--- src/rtl/uart_pkg.sv ---
// rtl/uart_pkg.sv - shared FSM states, word-length codes and parity decode for the UART transmitter
package uart_pkg;

   // Frame sequencer states
   typedef enum logic [2:0] {
      IDLE,
      START,
      DATA,
      PARITY,
      STOP
   } tx_state_e;

   // Word-length select codes
   localparam logic [1:0] WLS_5 = 2'b00;
   localparam logic [1:0] WLS_6 = 2'b01;
   localparam logic [1:0] WLS_7 = 2'b10;
   localparam logic [1:0] WLS_8 = 2'b11;

   // Parity modes decoded from pen/eps/sp
   typedef enum logic [1:0] {
      PAR_NONE,
      PAR_ODD,
      PAR_EVEN,
      PAR_STICK
   } par_mode_e;

   localparam logic UART_IDLE_LVL = 1'b1;

   // Keeps only the bits that belong to the selected word length
   function automatic logic [7:0] wls_mask(input logic [1:0] wls);
      return 8'hFF >> (WLS_8 - wls);
   endfunction

   function automatic par_mode_e par_decode(input logic pen, input logic eps, input logic sp);
      if (!pen) return PAR_NONE;
      if (sp) return PAR_STICK;
      return eps ? PAR_EVEN : PAR_ODD;
   endfunction

   // Parity bit for already-masked data; stick parity sends the complement of eps
   function automatic logic par_value(input logic [7:0] masked, input par_mode_e mode, input logic eps);
      case (mode)
         PAR_EVEN:  return ^masked;
         PAR_ODD:   return ~(^masked);
         PAR_STICK: return ~eps;
         default:   return UART_IDLE_LVL;
      endcase
   endfunction

endpackage

--- src/rtl/uart_tx_fifo.sv ---
// rtl/uart_tx_fifo.sv - synchronous show-ahead byte FIFO with occupancy, full and empty
module uart_tx_fifo #(
   parameter int DEPTH = 16,
   parameter int CW    = $clog2(DEPTH + 1)
) (
   input  logic          clk,
   input  logic          rst,
   input  logic [7:0]    wr_data,
   input  logic          wr_en,
   input  logic          rd_en,
   output logic [7:0]    rd_data,
   output logic          full,
   output logic          empty,
   output logic [CW-1:0] count
);
   localparam int AW = $clog2(DEPTH);

   logic [7:0] mem [DEPTH];
   logic [AW:0] wr_ptr;
   logic [AW:0] rd_ptr;
   logic        do_wr;
   logic        do_rd;

   // Pointers carry one extra wrap bit so full and empty are distinguishable
   assign full    = (wr_ptr[AW] != rd_ptr[AW]) && (wr_ptr[AW-1:0] == rd_ptr[AW-1:0]);
   assign empty   = (wr_ptr == rd_ptr);
   assign count   = CW'(wr_ptr - rd_ptr);
   assign rd_data = mem[rd_ptr[AW-1:0]];
   assign do_wr   = wr_en && !full;
   assign do_rd   = rd_en && !empty;

   // Storage array, written only when there is room
   always_ff @(posedge clk) begin
      if (do_wr) mem[wr_ptr[AW-1:0]] <= wr_data;
   end

   // Pointer update; a write while full is refused even if a read happens in the same cycle
   always_ff @(posedge clk) begin
      if (rst) begin
         wr_ptr <= '0;
         rd_ptr <= '0;
      end else begin
         if (do_wr) wr_ptr <= wr_ptr + 1'b1;
         if (do_rd) rd_ptr <= rd_ptr + 1'b1;
      end
   end

endmodule

--- src/rtl/uart_tx_core.sv ---
// rtl/uart_tx_core.sv - UART transmitter core; define UART_TX_FIFO_EN for a FIFO_DEPTH FIFO, else a single holding register
module uart_tx_core
   import uart_pkg::*;
#(
   parameter int FIFO_DEPTH = 16,
   parameter int DIV_W      = 16
) (
   input  logic                               i_sys_clk,
   input  logic                               i_sys_rst,
   input  logic [7:0]                         i_data,
   input  logic                               i_flag,
   output logic                               o_ready,
   output logic                               o_drop,
   input  logic [DIV_W-1:0]                   i_divisor,
   input  logic [1:0]                         i_wls,
   input  logic                               i_stb,
   input  logic                               i_pen,
   input  logic                               i_eps,
   input  logic                               i_sp,
   input  logic                               i_break,
   output logic                               o_tx,
   output logic                               o_finsh_flag,
   output logic                               o_busy,
   output logic [$clog2(FIFO_DEPTH+1)-1:0]    o_fifo_cnt,
   output logic                               o_empty,
   output logic                               o_temt
);
   localparam int CW = $clog2(FIFO_DEPTH + 1);

   logic [7:0]       q_data;
   logic             q_full;
   logic             q_empty;
   logic [CW-1:0]    q_cnt;
   logic             pop;

   tx_state_e        state;
   logic [DIV_W-1:0] cnt;
   logic [DIV_W-1:0] div_m1;
   logic [DIV_W-1:0] div_eff;
   logic [2:0]       bit_idx;
   logic [2:0]       last_idx;
   logic             stb_l;
   logic             pen_l;
   logic             par_l;
   logic [7:0]       shreg;
   logic             done_r;
   logic             line_bit;

`ifdef UART_TX_FIFO_EN
   uart_tx_fifo #(
      .DEPTH (FIFO_DEPTH),
      .CW    (CW)
   ) u_fifo (
      .clk     (i_sys_clk),
      .rst     (i_sys_rst),
      .wr_data (i_data),
      .wr_en   (i_flag),
      .rd_en   (pop),
      .rd_data (q_data),
      .full    (q_full),
      .empty   (q_empty),
      .count   (q_cnt)
   );
`else
   logic [7:0] hold_data;
   logic       hold_vld;

   // Single-entry holding register; a write while occupied is refused even if it empties this cycle
   always_ff @(posedge i_sys_clk) begin
      if (i_sys_rst) begin
         hold_data <= '0;
         hold_vld  <= 1'b0;
      end else if (i_flag && !hold_vld) begin
         hold_data <= i_data;
         hold_vld  <= 1'b1;
      end else if (pop) begin
         hold_vld  <= 1'b0;
      end
   end

   assign q_data  = hold_data;
   assign q_full  = hold_vld;
   assign q_empty = !hold_vld;
   assign q_cnt   = {{(CW-1){1'b0}}, hold_vld};
`endif

   assign o_ready    = !q_full;
   assign o_empty    = q_empty;
   assign o_fifo_cnt = q_cnt;
   assign o_temt     = q_empty && (state == IDLE) && !o_busy;
   assign div_eff    = (i_divisor == '0) ? DIV_W'(1) : i_divisor;

   // A word leaves the queue when idle, or at the end of the last stop bit so frames run back to back
   assign pop = !q_empty && ((state == IDLE) ||
                ((state == STOP) && (cnt == '0) && (bit_idx[0] == stb_l)));

   // Line level implied by the current state; o_tx follows it one edge later
   always_comb begin
      line_bit = UART_IDLE_LVL;
      case (state)
         START:   line_bit = 1'b0;
         DATA:    line_bit = shreg[0];
         PARITY:  line_bit = par_l;
         default: line_bit = UART_IDLE_LVL;
      endcase
   end

   // Frame sequencer with registered line, busy, drop and completion outputs
   always_ff @(posedge i_sys_clk) begin
      if (i_sys_rst) begin
         state        <= IDLE;
         cnt          <= '0;
         div_m1       <= '0;
         bit_idx      <= '0;
         last_idx     <= '0;
         stb_l        <= 1'b0;
         pen_l        <= 1'b0;
         par_l        <= 1'b0;
         shreg        <= '0;
         done_r       <= 1'b0;
         o_tx         <= UART_IDLE_LVL;
         o_busy       <= 1'b0;
         o_finsh_flag <= 1'b0;
         o_drop       <= 1'b0;
      end else begin
         o_tx         <= i_break ? 1'b0 : line_bit;
         o_busy       <= (state != IDLE);
         o_finsh_flag <= done_r;
         o_drop       <= i_flag && q_full;
         done_r       <= 1'b0;
         if ((state != IDLE) && (cnt != '0)) begin
            cnt <= cnt - 1'b1;
         end else begin
            case (state)
               IDLE: begin
                  if (pop) state <= START;
               end
               START: begin
                  cnt     <= div_m1;
                  bit_idx <= '0;
                  state   <= DATA;
               end
               DATA: begin
                  cnt   <= div_m1;
                  shreg <= shreg >> 1;
                  if (bit_idx == last_idx) begin
                     bit_idx <= '0;
                     state   <= pen_l ? PARITY : STOP;
                  end else begin
                     bit_idx <= bit_idx + 1'b1;
                  end
               end
               PARITY: begin
                  cnt     <= div_m1;
                  bit_idx <= '0;
                  state   <= STOP;
               end
               STOP: begin
                  if (bit_idx[0] == stb_l) begin
                     done_r <= 1'b1;
                     state  <= pop ? START : IDLE;
                  end else begin
                     bit_idx <= bit_idx + 1'b1;
                     cnt     <= div_m1;
                  end
               end
               default: state <= IDLE;
            endcase
         end
         if (pop) begin
            shreg    <= q_data & wls_mask(i_wls);
            last_idx <= 3'd4 + {1'b0, i_wls};
            stb_l    <= i_stb;
            pen_l    <= i_pen;
            par_l    <= par_value(q_data & wls_mask(i_wls), par_decode(i_pen, i_eps, i_sp), i_eps);
            div_m1   <= div_eff - 1'b1;
            cnt      <= div_eff - 1'b1;
            bit_idx  <= '0;
         end
      end
   end

endmodule

--- config.mk ---
export PLATFORM = sky130hd
export DESIGN_NAME = uart_tx_core
export DESIGN_NICKNAME = d
export VERILOG_FILES = /design/src/rtl/uart_pkg.sv /design/src/rtl/uart_tx_fifo.sv /design/src/rtl/uart_tx_core.sv
export SDC_FILE = /design/constraint.sdc
export NUM_CORES = 1
export LEC_CHECK = 0
export ABC_CLOCK_PERIOD_IN_PS = 5500
export CORE_ASPECT_RATIO = 0.9
export CORE_UTILIZATION = 60
export DETAILED_ROUTE_END_ITERATION = 8
export DONT_BUFFER_PORTS = 1
export PLACE_DENSITY = 0.8
export SYNTH_ARGS = -nofsm -noshare
export SYNTH_HDL_FRONTEND = slang
export SYNTH_SLANG_ARGS = --single-unit
--- constraint.sdc ---
create_clock -name i_sys_clk -period 5.5 [get_ports i_sys_clk]
set_input_delay 1.1 -clock i_sys_clk [delete_from_list [all_inputs] [get_ports i_sys_clk]]
set_output_delay 1.1 -clock i_sys_clk [all_outputs]
set_load 0.02 [all_outputs]
==> flow_metrics.py, run 1 <==
metrics = {
    "sta": {
        "worst_pin_slew_ns": 1.16,
        "max_slew_margin_pct": 22.8,
        "finalClockSkew_ns": 0.00760,
        "setup_viol": 0,
        "hold_viol_final": 0,
        "max_freq_ghz": 0.309,
        "rsz0062_at_grt": "false",
        "tns_ns": 0,
        "fin_crit_ns": 3.24,
        "slew_violations": 0,
        "post-route-period-util_pct": 58.9,
    },
    "logic_synthesis": {
        "synth_area_leaders": "dfxtp_1, nor2_1, nand2_1, xnor2_1, a211oi_1",
        "synth_flop_cell": "dfxtp_1",
        "synth_edf_count": 0,
        "avgSynthCellArea_um2": 8.14,
        "ys_types": 59,
        "synth_common_cells": "dfxtp_1, nor2_1, nand2_1",
        "syn_inst": 438,
        "synth_top_area_share_pct": 37.0,
        "async_flop_share_pct": 0,
        "yosys_warnings": 0,
        "yosysSeqAreaShare_pct": 37.0,
        "synth_most_common_cell": "dfxtp_1",
        "synth.largest_area_cell": "dfxtp_1",
        "synth_area_um2": 3570,
        "ys_seq_elements": 66,
    },
    "grt": {
        "grt_max_degree": 57,
        "gr-total-overflow": 0,
        "antenna_found_initial": 0,
        "grt_usage_pct": 26.6,
        "grt_pass1_vias": 2718,
        "grt_pass1_wl_mm": 12.9,
    },
    "clocking": {
        "root_buffer": "clkbuf_8",
        "post_cts_resize_count": 0,
        "cts.sinks": 66,
        "post_cts_buffers": 0,
        "numCtsBuffers": 9,
        "path_clk_slew_ns": 0.07,
        "clkLatencyLatePin_ns": 0.35,
        "cts_hold_buf": 0,
        "cts_tree": "done",
        "clk_path_buf_depth": 2,
        "h-tree-depth": 3,
    },
    "placed_design": {
        "place_hpwl_mm": 5.67,
        "gp_congestion": 0.835,
        "dpl-instance-area_um2": 3520,
        "io_buffers": 0,
        "place_inst": 482,
    },
    "die": {
        "rows": 26,
        "io_pins": 46,
        "die_area_um2": 6260,
        "core_area_um2": 5690,
        "die_w_um": 83.3,
        "start_util_pct": 62.7,
        "die_h_um": 75.2,
    },
    "drt": {
        "drtIter0Drc": 247,
        "firstDrtPassIters": 5,
        "wl_per_cell_um": 16.4,
        "wl_mm": 8.18,
        "vias": 3102,
        "drt-vias-per-instance": 6.23,
        "drcViolationCount": 0,
        "postRouteAntennaNets": 0,
    },
    "critical_path": {
        "end_kind": "flop",
        "critical_path.top_delay_family": "simple AND/OR/NAND/NOR gates",
        "critPathBufInv": 0,
        "crit_path_top_delay_cell": "or4_4",
        "crit_chain": "or4_4, nor4_4, a31oi_1, ha_1, or4b_1, or3_1, xor2_1, a21oi_1, a31oi_1, a21oi_1",
        "cp.arrival_ns": 3.48,
        "critical-path-max-stage-delay_ns": 0.54,
        "critPathMaxFanout": 4,
        "crit_required_ns": 5.74,
        "crit_type": "input pin to flop",
        "critPathLaunchType": "input pin",
    },
    "final_layout": {
        "diodes": 0,
        "drive_gt1_share_pct": 7.24,
        "post-route-util_pct": 64.9,
        "areaGrowthSynthToFinish_pct": 3.58,
        "fin_nets": 461,
        "final_cells": 498,
        "n_fill_cell": 496,
        "fin_area_um2": 3690,
    },
    "power": {
        "vdd_ir_drop_max_v": 0.000274,
        "total_power_mw": 1.92,
        "power_density_nw_per_um2": 518,
        "power_leakage_nw": 1.31,
    },
    "run": {
        "cap_violations": 0,
    },
    "hold_path": {
        "hp-class": "flop to flop",
    },
    "run_status": {
        "outcome": "finished clean",
    },
}
-- cell families after synthesis --
group                    Yosys count  share of synthesized area (%)
other                              1                          0.105
AO/OA/AOI/OAI                    110                           20.3
XOR/XNOR                          27                           7.02
multiplexers                      15                           4.21
flip-flops                        66                           37.0
AND/OR/NAND/NOR                  174                           24.4
buffers and inverters             41                           5.44
adder cells (fa/ha/maj)            4                           1.40
-- registers in the layout (all words and copies together) (netlist names) --
signal and flops:
cnt 16, div_m1 16, hold_data 8, shreg 8, bit_idx 3, last_idx 3, state 3, done_r 1
hold_vld 1, o_busy 1, o_drop 1, o_finsh_flag 1, o_tx 1, par_l 1, pen_l 1, stb_l 1
-- placed cells by master, fill, tap and decap left out, types with 2 or more instances in the layout --
cell / instances
a31oi_1: 7
a22oi_1: 2
clkbuf_8: 9
mux2i_1: 15
dfxtp_1: 66
a21oi_1: 28
o221ai_1: 3
nor4_4: 2
nor2b_1: 2
nand3_1: 6
o22ai_1: 2
nand2_1: 44
xnor2_1: 18
a211o_1: 2
ha_1: 4
nor4_1: 11
o211ai_1: 4
a211oi_1: 20
clkinvlp_4: 2
a21o_1: 3
nand3b_1: 5
o21a_1: 5
clkinv_2: 2
inv_1: 10
nand4_1: 5
a221oi_1: 3
o21ai_0: 17
xor2_1: 8
and3_1: 3
nor3_1: 17
o31ai_1: 2
conb_1: 4
or4_4: 3
a21oi_2: 3
buf_4: 2
nor2_1: 63
-- worst register-to-register path: cells and delay by family, from the launching register on --
kind | cells | cell delay, ns
compound gates | 1 | 0.27
fa+ha+maj | 1 | 0.16
buf+inv | 2 | 0.31
flops | 1 | 0.35
simple gates | 5 | 1.48
-- final timing paths --
kind	from	endpoint	slack, ns	cells past startpoint
max	i_divisor[0]	cnt[10]	2.26	10
min	done_r	o_finsh_flag	0.44	1
max reg2reg	cnt[0]	par_l	2.82	9
min reg2reg	done_r	o_finsh_flag	0.44	1
-- per-layer routing --
| layer | vias up | track usage (%) | part of all wire (%) |
|---|---|---|---|
| met4 | 0 | 10.7 | 1.2 |
| li1 | 1541 | - | - |
| met5 | - | 0 | 0 |
| met1 | 1450 | 35.7 | 47 |
| met3 | 13 | 6.80 | 6.7 |
| met2 | 98 | 41.8 | 45 |
-- through the flow --
step	hold WS [ns]	setup WS (ns)
detailed placement	0.423	1.89
global route	0.458	2.14
finish	0.437	2.26
CTS	0.440	2.26
global placement	0.432	2.02
floorplan	0.414	2.16
-- area by class of cell --
type	count	area, um^2	area share [%]
clock buffer	10	128	3.45
clock inverter	6	42.5	1.15
inverter	10	37.5	1.02
multi-input combinational	334	2060	55.8
sequential	66	1320	35.8
tap	70	87.6	2.37
timing repair buffer	2	15.0	0.406
-- power breakdown --
part           internal [mW]  switching [mW]  total [mW]
combinational          0.330           0.528       0.859
clock                  0.164           0.198       0.362
sequential             0.587           0.108       0.695
total                   1.08           0.834        1.92
Power figures use the tool's default switching activity.
==> run 2, diff against run 1 <==
--- a/config.mk
+++ b/config.mk
@@ -5,7 +5,7 @@
 export SDC_FILE = /design/constraint.sdc
 export NUM_CORES = 1
 export LEC_CHECK = 0
-export ABC_CLOCK_PERIOD_IN_PS = 5500
+export ABC_CLOCK_PERIOD_IN_PS = 3100
 export CORE_ASPECT_RATIO = 0.9
 export CORE_UTILIZATION = 60
 export DETAILED_ROUTE_END_ITERATION = 8
==> constraint.sdc (replaced) <==
create_clock -name i_sys_clk -period 3.1 [get_ports i_sys_clk]
set_input_delay 0.62 -clock i_sys_clk [delete_from_list [all_inputs] [get_ports i_sys_clk]]
set_output_delay 0.62 -clock i_sys_clk [all_outputs]
set_load 0.02 [all_outputs]
==> run 2 against run 1 <==
Final cell count up 1.6%. Critical path depth did not move. Clock skew increased by 0.0017 ns. Register-to-register slack worse by 2.2 ns. Flip-flop and latch count unchanged. Worst setup slack worse by 1.7 ns. Critical endpoint unchanged. Combinational power grew 84%. Power grew 90%. Clock power increased by 130%. Largest power group unchanged. Largest cell class unchanged.
==> flow_metrics.py, run 2 (synthesis gave the netlist of run 1 again) <==
metrics = {
    "drt": {
        "wl_per_cell_um": 16.6,
        "wl_mm": 8.42,
        "drt-vias-per-instance": 6.23,
        "firstDrtPassIters": 5,
        "drtIter0Drc": 301,
        "vias": 3150,
        "drcViolationCount": 0,
        "postRouteAntennaNets": 0,
    },
    "sta": {
        "rsz0062_at_grt": "false",
        "fin_crit_ns": 2.52,
        "setup_viol": 0,
        "post-route-period-util_pct": 81.1,
        "hold_viol_final": 0,
        "slew_violations": 0,
        "finalClockSkew_ns": 0.00931,
        "max_freq_ghz": 0.398,
        "worst_pin_slew_ns": 0.620,
        "tns_ns": 0,
        "postLayoutSetupSlackWorst_ns": 0.584,
        "max_slew_margin_pct": 58.4,
    },
    "hold_path": {
        "hp-class": "input pin to flop",
        "whs_path_depth": 1,
    },
    "die": {
        "core_area_um2": 5690,
        "start_util_pct": 62.7,
        "die_w_um": 83.3,
        "die_area_um2": 6260,
        "die_h_um": 75.2,
        "io_pins": 46,
        "rows": 26,
    },
    "grt": {
        "grt_usage_pct": 27.1,
        "grt_max_degree": 57,
        "grt_pass1_wl_mm": 13.2,
        "gr-total-overflow": 0,
        "grt_pass1_vias": 2752,
        "antenna_found_initial": 0,
    },
    "clocking": {
        "cts.sinks": 66,
        "clk_path_buf_depth": 2,
        "path_clk_slew_ns": 0.07,
        "root_buffer": "clkbuf_8",
        "numCtsBuffers": 9,
        "cts_tree": "done",
        "post_cts_resize_count": 0,
        "h-tree-depth": 3,
        "post_cts_buffers": 0,
        "clkLatencyLatePin_ns": 0.36,
        "cts_hold_buf": 0,
    },
    "run_status": {
        "outcome": "finished clean",
    },
    "critical_path": {
        "rr_worst_depth": 9,
        "cp.arrival_ns": 2.76,
        "critical-path-max-stage-delay_ns": 0.54,
        "crit_required_ns": 3.34,
        "crit_path_top_delay_cell": "or4_4",
        "crit_chain": "or4_4, nor4_4, a31oi_1, ha_1, or4b_1, or3_1, xor2_1, a21oi_1, a31oi_1, a21oi_1",
        "end_kind": "flop",
        "critPathMaxFanout": 4,
        "crit_type": "input pin to flop",
        "critPathLaunchType": "input pin",
    },
    "power": {
        "vdd_ir_drop_max_v": 0.000506,
        "comb_power_share_pct": 43.5,
        "power_leakage_nw": 1.38,
        "switching_share_pct": 41.7,
        "clkPwrFrac_pct": 22.5,
        "p_switching_mw": 1.52,
        "seq_power_share_pct": 34.0,
        "intPower_mw": 2.12,
        "power_density_nw_per_um2": 955,
    },
    "final_layout": {
        "multi_input_area_um2": 2060,
        "layout_common_cells": "dfxtp_1, nor2_1, nand2_1, a21oi_1, a211oi_1",
        "fin_nets": 469,
        "seq_area_um2": 1320,
        "n_fill_cell": 460,
        "layout_commonest_cell": "dfxtp_1",
        "drive_gt1_share_pct": 9.17,
        "areaGrowthSynthToFinish_pct": 6.77,
        "top_regs": "cnt x16, div_m1 x16",
        "diodes": 0,
    },
    "placed_design": {
        "gp_congestion": 0.833,
        "io_buffers": 0,
        "place_hpwl_mm": 5.91,
        "place_ws_ns": 0.207,
    },
    "run": {
        "cap_violations": 0,
    },
}
-- run 2: cell types whose count changed in the layout (fill, tap and decap cells not counted), sizes merged --
cell and delta:
buf +8, bufinv +2, inv +1, clkbuf -1, clkinvlp -2
-- run 2: per-layer routing --
metal | up-vias | global-route usage, % | part of all wire, %
li1 | 1550 | - | -
met4 | 0 | 9.39 | 1.7
met3 | 17 | 7.57 | 5.9
met2 | 127 | 43.9 | 46
met1 | 1456 | 35.5 | 46
met5 | - | 0 | 0
-- run 2: cell type report --
type / count / area share (%)
sequential: 66 / 34.7
clock inverter: 7 / 2.63
timing repair buffer: 10 / 1.97
multi-input combinational: 334 / 54.2
inverter: 10 / 0.986
tap: 70 / 2.30
clock buffer: 9 / 3.25
-- run 2: worst max-delay path, delay by kind of cell --
family | cells | cell delay [ns]
xor gates and xnor gates | 1 | 0.21
AOI/OAI and AO/OA | 4 | 0.47
and+or+nand+nor | 4 | 1.20
adders and majority gates | 1 | 0.26
-- run 2: final timing paths --
| kind | startpoint | to | slack, ns |
|---|---|---|---|
| max | i_divisor[0] | cnt[10] | 0.58 |
| min | i_sys_rst | div_m1[2] | 0.34 |
| min reg2reg | done_r | o_finsh_flag | 0.44 |
| max reg2reg | cnt[0] | cnt[12] | 0.60 |
-- run 2: power by group through the flow --
stage,registers [mW],clock network (mW),logic [mW]
after global placement,1.24,0,1.51
after detailed placement,1.25,0,1.54
after CTS,1.23,0.827,1.56
after global routing,1.26,0.870,1.72
final,1.24,0.817,1.58
after floorplan,1.18,0,1.29
-- run 2: stage by stage --
step | instances | hold slack, ns | total power [mW] | instance area [um^2] | util, %
after floorplan | 441 | 0.414 | 2.47 | 3580 | -
after global placement | 490 | 0.427 | 2.75 | 3580 | 63.0
after detailed placement | 490 | 0.427 | 2.78 | 3580 | 63.0
after CTS | 506 | 0.316 | 3.62 | 3810 | 66.9
after global routing | 506 | 0.323 | 3.86 | 3810 | 66.9
final | 506 | 0.337 | 3.64 | 3810 | 66.9
